<file path="src/rtl/pll_reset_seq.sv">
// -----------------------------------------------------------------------------
// pll_reset_seq
//
// Reset sequencer placed directly after the PLL, clocked by the PLL output
// clock. It synchronizes the asynchronous lock indication, debounces it and
// holds the core reset until lock has been stable. It then releases the core
// reset, and after a further gap the peripheral reset. Loss of lock sends the
// sequence back to the start. A soft-reset request from RUN re-runs the hold
// phase.
//
// Optional feature macro: PLL_RESET_SEQ_LOSS_COUNT_EN
//   defined   -> loss_count port and its 8-bit saturating lock-loss counter
//   undefined -> port and counter absent; all other behaviour unchanged
//
// Parameters:
//   LOCK_CYCLES  consecutive synchronized-lock-high cycles before hold (>=1)
//   HOLD_CYCLES  cycles out_reset stays high after debounce completes (>=1)
//   STAGE_GAP    cycles between out_reset and out_reset_late release (>=0)
//
// Ports:
//   clock          in   PLL output clock, the only clock of the block
//   reset          in   synchronous active-high block reset
//   pll_lock       in   asynchronous PLL lock indication
//   soft_rst_req   in   single-cycle request to re-run the hold phase
//   out_reset      out  core reset, active-high
//   out_reset_late out  peripheral reset, active-high
//   ready          out  high when both resets are released
//   loss_count     out  [7:0] saturating lock-loss count (macro only)
// -----------------------------------------------------------------------------
module pll_reset_seq #(
  parameter int LOCK_CYCLES = 1024,
  parameter int HOLD_CYCLES = 16,
  parameter int STAGE_GAP   = 8
) (
  input  logic       clock,
  input  logic       reset,
  input  logic       pll_lock,
  input  logic       soft_rst_req,
  output logic       out_reset,
  output logic       out_reset_late,
  output logic       ready
`ifdef PLL_RESET_SEQ_LOSS_COUNT_EN
  ,
  output logic [7:0] loss_count
`endif
);

  localparam int CNT_MAX = (LOCK_CYCLES > HOLD_CYCLES) ? LOCK_CYCLES : HOLD_CYCLES;
  localparam int CNT_W   = (CNT_MAX > 1) ? $clog2(CNT_MAX) : 1;
  localparam int GAP_W   = (STAGE_GAP > 0) ? $clog2(STAGE_GAP + 1) : 1;

  localparam logic [CNT_W-1:0] LOCK_LAST = CNT_W'(LOCK_CYCLES - 1);
  localparam logic [CNT_W-1:0] HOLD_LAST = CNT_W'(HOLD_CYCLES - 1);
  localparam logic [GAP_W-1:0] GAP_LAST  = GAP_W'(STAGE_GAP);

  typedef enum logic [1:0] {
    WAIT_LOCK = 2'd0,
    DEBOUNCE  = 2'd1,
    HOLD      = 2'd2,
    RUN       = 2'd3
  } state_t;

  // Two-flop synchronizer; only lock_s_q is used for decisions.
  logic s1_q, s1_d;
  logic lock_s_q, lock_s_d;

  state_t           state_q, state_d;
  logic [CNT_W-1:0] cnt_q, cnt_d;
  logic [GAP_W-1:0] gap_q, gap_d;

  logic out_reset_q, out_reset_d;
  logic out_reset_late_q, out_reset_late_d;
  logic ready_q, ready_d;

  always_comb begin
    s1_d     = pll_lock;
    lock_s_d = s1_q;
  end

  // Next-state logic. Lock loss is checked first in every state so that it
  // always wins over a simultaneous soft-reset request.
  always_comb begin
    state_d = state_q;
    cnt_d   = cnt_q;
    gap_d   = gap_q;

    case (state_q)
      WAIT_LOCK: begin
        if (lock_s_q) begin
          state_d = DEBOUNCE;
          cnt_d   = '0;
        end
      end

      DEBOUNCE: begin
        if (!lock_s_q) begin
          state_d = WAIT_LOCK;
        end else if (cnt_q == LOCK_LAST) begin
          state_d = HOLD;
          cnt_d   = '0;
        end else begin
          cnt_d = cnt_q + 1'b1;
        end
      end

      HOLD: begin
        if (!lock_s_q) begin
          state_d = WAIT_LOCK;
        end else if (soft_rst_req) begin
          // A new request stretches the hold window from the start.
          cnt_d = '0;
        end else if (cnt_q == HOLD_LAST) begin
          state_d = RUN;
          gap_d   = '0;
        end else begin
          cnt_d = cnt_q + 1'b1;
        end
      end

      RUN: begin
        if (!lock_s_q) begin
          state_d = WAIT_LOCK;
        end else if (soft_rst_req) begin
          state_d = HOLD;
          cnt_d   = '0;
        end else if (gap_q != GAP_LAST) begin
          gap_d = gap_q + 1'b1;
        end
      end

      default: begin
        state_d = WAIT_LOCK;
      end
    endcase
  end

  // Outputs are computed from the next state and registered, so they change
  // on the same edge as the state register and never glitch.
  always_comb begin
    out_reset_d      = (state_d != RUN);
    out_reset_late_d = !((state_d == RUN) && (gap_d == GAP_LAST));
    ready_d          = !out_reset_late_d;
  end

  always_ff @(posedge clock) begin
    if (reset) begin
      s1_q             <= 1'b0;
      lock_s_q         <= 1'b0;
      state_q          <= WAIT_LOCK;
      cnt_q            <= '0;
      gap_q            <= '0;
      out_reset_q      <= 1'b1;
      out_reset_late_q <= 1'b1;
      ready_q          <= 1'b0;
    end else begin
      s1_q             <= s1_d;
      lock_s_q         <= lock_s_d;
      state_q          <= state_d;
      cnt_q            <= cnt_d;
      gap_q            <= gap_d;
      out_reset_q      <= out_reset_d;
      out_reset_late_q <= out_reset_late_d;
      ready_q          <= ready_d;
    end
  end

  assign out_reset      = out_reset_q;
  assign out_reset_late = out_reset_late_q;
  assign ready          = ready_q;

`ifdef PLL_RESET_SEQ_LOSS_COUNT_EN
  // A loss is counted only when lock drops while the sequence is in RUN.
  logic [7:0] loss_count_q, loss_count_d;
  logic       loss_inc;

  always_comb begin
    loss_inc     = (state_q == RUN) && !lock_s_q;
    loss_count_d = loss_count_q;
    if (loss_inc && (loss_count_q != 8'hFF)) begin
      loss_count_d = loss_count_q + 8'd1;
    end
  end

  always_ff @(posedge clock) begin
    if (reset) begin
      loss_count_q <= 8'd0;
    end else begin
      loss_count_q <= loss_count_d;
    end
  end

  assign loss_count = loss_count_q;
`endif

endmodule
</file>
<file path="config.mk">
export PLATFORM = sky130hd
export DESIGN_NAME = pll_reset_seq
export DESIGN_NICKNAME = d
export VERILOG_FILES = /design/src/rtl/pll_reset_seq.sv
export SDC_FILE = /design/constraint.sdc
export NUM_CORES = 1
export LEC_CHECK = 0
export ABC_AREA = 1
export BUFFER_PORTS_ARGS = -buffer_cell sky130_fd_sc_hd__buf_4
export CAP_MARGIN = 20
export CORE_UTILIZATION = 60
export CTS_CLUSTER_DIAMETER = 200
export DETAILED_ROUTE_END_ITERATION = 8
export PLACE_DENSITY = 0.85
export SKIP_LAST_GASP = 1
export SYNTH_ARGS = -nofsm -noshare
export SYNTH_HDL_FRONTEND = slang
export SYNTH_SLANG_ARGS = --single-unit
</file>
<file path="constraint.sdc">
create_clock -name clock -period 5 [get_ports clock]
set_clock_uncertainty 0.2 [all_clocks]
set_input_delay 1 -clock clock [delete_from_list [all_inputs] [get_ports clock]]
set_output_delay 1 -clock clock [all_outputs]
set_load 0.05 [all_outputs]
</file>
==> metrics.csv <==
metric,value,unit
outcome,"complete, no violations",
count of different cell masters after synthesis,27,
clock tree from TritonCTS,yes,
most used flip-flop cell after synthesis,sky130_fd_sc_hd__dfxtp_1,
initial core utilization,0.635,
Total Die Area,2520,um^2
vias per cell,5.37,
Post-Synthesis Cells,214,
category of the worst setup path capture point,flop,
setup fix buffers added after clock tree synthesis,0,
sequence of cells on the critical path,"buf_4, inv_2, nand2_2, nor2_1, nand3_2, nand2_2, inv_2, nand2_1, nand2_2, nor3_2",
clock-pin slew of the registers on the worst-case setup and hold paths,120,ps
Die Width,50.2,um
area of all placed cells without fillers,1470,um^2
Post-Synth Adder-Cell Area,0.0719,
number of max-capacitance violations reported,0,
"synthesized-area fraction occupied by ao, oa, aoi and oai cells",0.0737,
critical path's top delay family,simple AND/OR/NAND/NOR gates,
kind of path behind the tightest hold check,reg -> reg,
dominant combinational cell family by area after synthesis,simple AND/OR/NAND/NOR gates,
worst slew margin relative to its limit,0.790,
share of cells above drive strength 1,0.149,
Synth area leaders,"sky130_fd_sc_hd__dfxtp_1 (30%), sky130_fd_sc_hd__nand2_1 (15%), sky130_fd_sc_hd__nor2_1 (10%)",
number of nets in the synthesized netlist,226,
floorplan core area,2190,um^2
worst setup slack before clock tree synthesis,2530,ps
Final Power,0.278,mW
maximum clock frequency,462,MHz
post-placement cell count,245,
drt drc,0,
Final TNS setup,0,ps
routed wire length,2950,um
"Cell Area, Placed",1450,um^2
"commonest non-fill, non-tap cells in the layout","sky130_fd_sc_hd__nand2_1 (54), sky130_fd_sc_hd__nor2_1 (37), sky130_fd_sc_hd__inv_1 (27), sky130_fd_sc_hd__dfxtp_1 (21), sky130_fd_sc_hd__nand3_1 (12)",
number of hold-repair buffers added at the cts stage,0,
final cycle utilization of the critical path,0.433,
Yosys Warn Count,0,
buffers plus inverters on the worst setup path,3,
Placer Congestion,0.900,
number of fillers in the final layout,197,
sequential fraction of the synthesis area,0.302,
reported leakage power,0.600,nW
"EDFF count, synth",0,
final layout net count,234,
CP arrival,2210,ps
TritonRoute pass-1 iters,4,
cells resized by post-CTS repair,0,
cell accounting for the most synthesized area,sky130_fd_sc_hd__dfxtp_1,
PwrDens,189,nW/um^2
"Hold Violations, Final",0,
Post-Synthesis Mean Instance Area,6.50,um^2
first-pass GRT wire length,4910,um
grt total ovfl,0,
pins over their slew limit,0,
flop and latch count out of synthesis,21,
Detail Placement HPWL,2320,um
multiplexer share of the synthesized area,0,
number of design-rule violations left by the first detailed-router iteration,28,
area growth from synthesis to layout,5.85,%
crit start category,primary input,
via count of the first global-routing pass,1208,
Placement Rows,17,
final non-filler cell total,249,
number of antenna violations at the first check in global routing,0,
final setup vio count,0,
top-level port count,7,
setup repair after global routing missed its margin,no,
min cycle time layout,2160,ps
Critical Setup Path Class,in -> reg,
critical path peak fanout,11,
xor and xnor area share after synthesis,0.0252,
latest clock arrival within the worst-skew pair,310,ps
global router's overall resource usage,0.253,
Setup WS post-layout,2840,ps
number of I/O port buffers,6,
Post-DRT Antenna Nets,0,
CP peak stage delay,200,ps
cell at the root of the clock tree,sky130_fd_sc_hd__clkbuf_4,
cell area after synthesis,1390,um^2
H-tree level count,1,
number of sinks driven by the clock tree,21,
slew at the pin closest to its max-slew limit,315,ps
most common library cell in the layout ignoring fill and taps,sky130_fd_sc_hd__nand2_1,
Die Height,50.2,um
routed via count,1336,
post-synth top area share,0.302,
Synth async-reset ratio,0,
maximum root-to-sink buffer count,2,
slowest CP cell,sky130_fd_sc_hd__nand2_2,
"most used cell, CP",sky130_fd_sc_hd__nand2_2,
average detailed-routed wire length per instance,11.8,um
Worst IR Drop VDD,0.000150,V
pin count of the biggest net entering global routing,13,
final antenna diode count,0,
Required @ worst endpoint,5040,ps
number of buffers added by the clock tree synthesis step,3,
area share of and/or/nand/nor cells after synthesis,0.422,
metal layers:
layer	track usage	share of wire	vias to the layer above
met5	0	0	-
met2	0.409	0.46	47
met1	0.331	0.46	594
met3	0.0333	0.059	9
li1	-	-	686
met4	0.119	0.021	0
final timing paths:
path,from,end,slack [ps],cells after the start
hold / removal,lock_s_d,lock_s_q,210,2
setup / recovery,soft_rst_req,cnt_q[3],2840,10
setup reg to reg,state_q[0],cnt_q[7],2910,10
hold reg to reg,lock_s_d,lock_s_q,210,2
worst register-to-register path: stages, from the launching register on:
cell	delay, ps
sky130_fd_sc_hd__dfxtp_1	390
sky130_fd_sc_hd__inv_1	120
sky130_fd_sc_hd__ha_1	290
sky130_fd_sc_hd__nor2_2	150
sky130_fd_sc_hd__nand2_1	80
sky130_fd_sc_hd__a21oi_2	130
sky130_fd_sc_hd__nand2_2	150
sky130_fd_sc_hd__inv_2	170
sky130_fd_sc_hd__nand2_1	80
sky130_fd_sc_hd__nand2_2	170
sky130_fd_sc_hd__nor2_1	70
area by class of cell:
class | count | area (um^2) | share of cell area
clock buffer | 3 | 22.5 | 0.0153
clock inverter | 1 | 5.00 | 0.00340
inverter | 32 | 120 | 0.0816
multi-input combinational | 158 | 825 | 0.560
sequential | 21 | 420 | 0.285
tap | 28 | 35.0 | 0.0238
timing repair buffer | 6 | 45.0 | 0.0306
state kept, by name, indices dropped and copies added (netlist names):
name	cells
lock_s_d	1
cnt_q	10
ready	1
out_reset	1
gap_q	4
out_reset_late	1
state_q	2
lock_s_q	1
Yosys cell counts (all sizes together) (2+ instances only):
master   n
o21ai    6
dfxtp   21
nand2   59
nand4    4
ha       8
nand3   14
nor2    42
buf      2
xor2     4
inv     32
nor3     5
a21oi   10
cell families (layout without fill, tap and decap cells):
| group | after synthesis | after routing |
|---|---|---|
| adder cells (fa/ha/maj) | 8 | 8 |
| flip-flops | 21 | 21 |
| XOR/XNOR | 4 | 4 |
| buffers and inverters | 35 | 42 |
| AO/OA/AOI/OAI | 18 | 18 |
| AND/OR/NAND/NOR | 128 | 128 |
per-stage QoR:
step                utilization  hold slack (ps)
finish                    0.672              210
global route              0.672              220
CTS                       0.672              213
detailed placement        0.660              197
global placement          0.660              192
floorplan                     -              188
power breakdown:
part,internal [mW],total [mW],switching [mW]
Clock,0.0299,0.0817,0.0518
Sequential,0.170,0.172,0.00223
Combinational,0.00772,0.0246,0.0169
(Power assumes the default switching activity.)
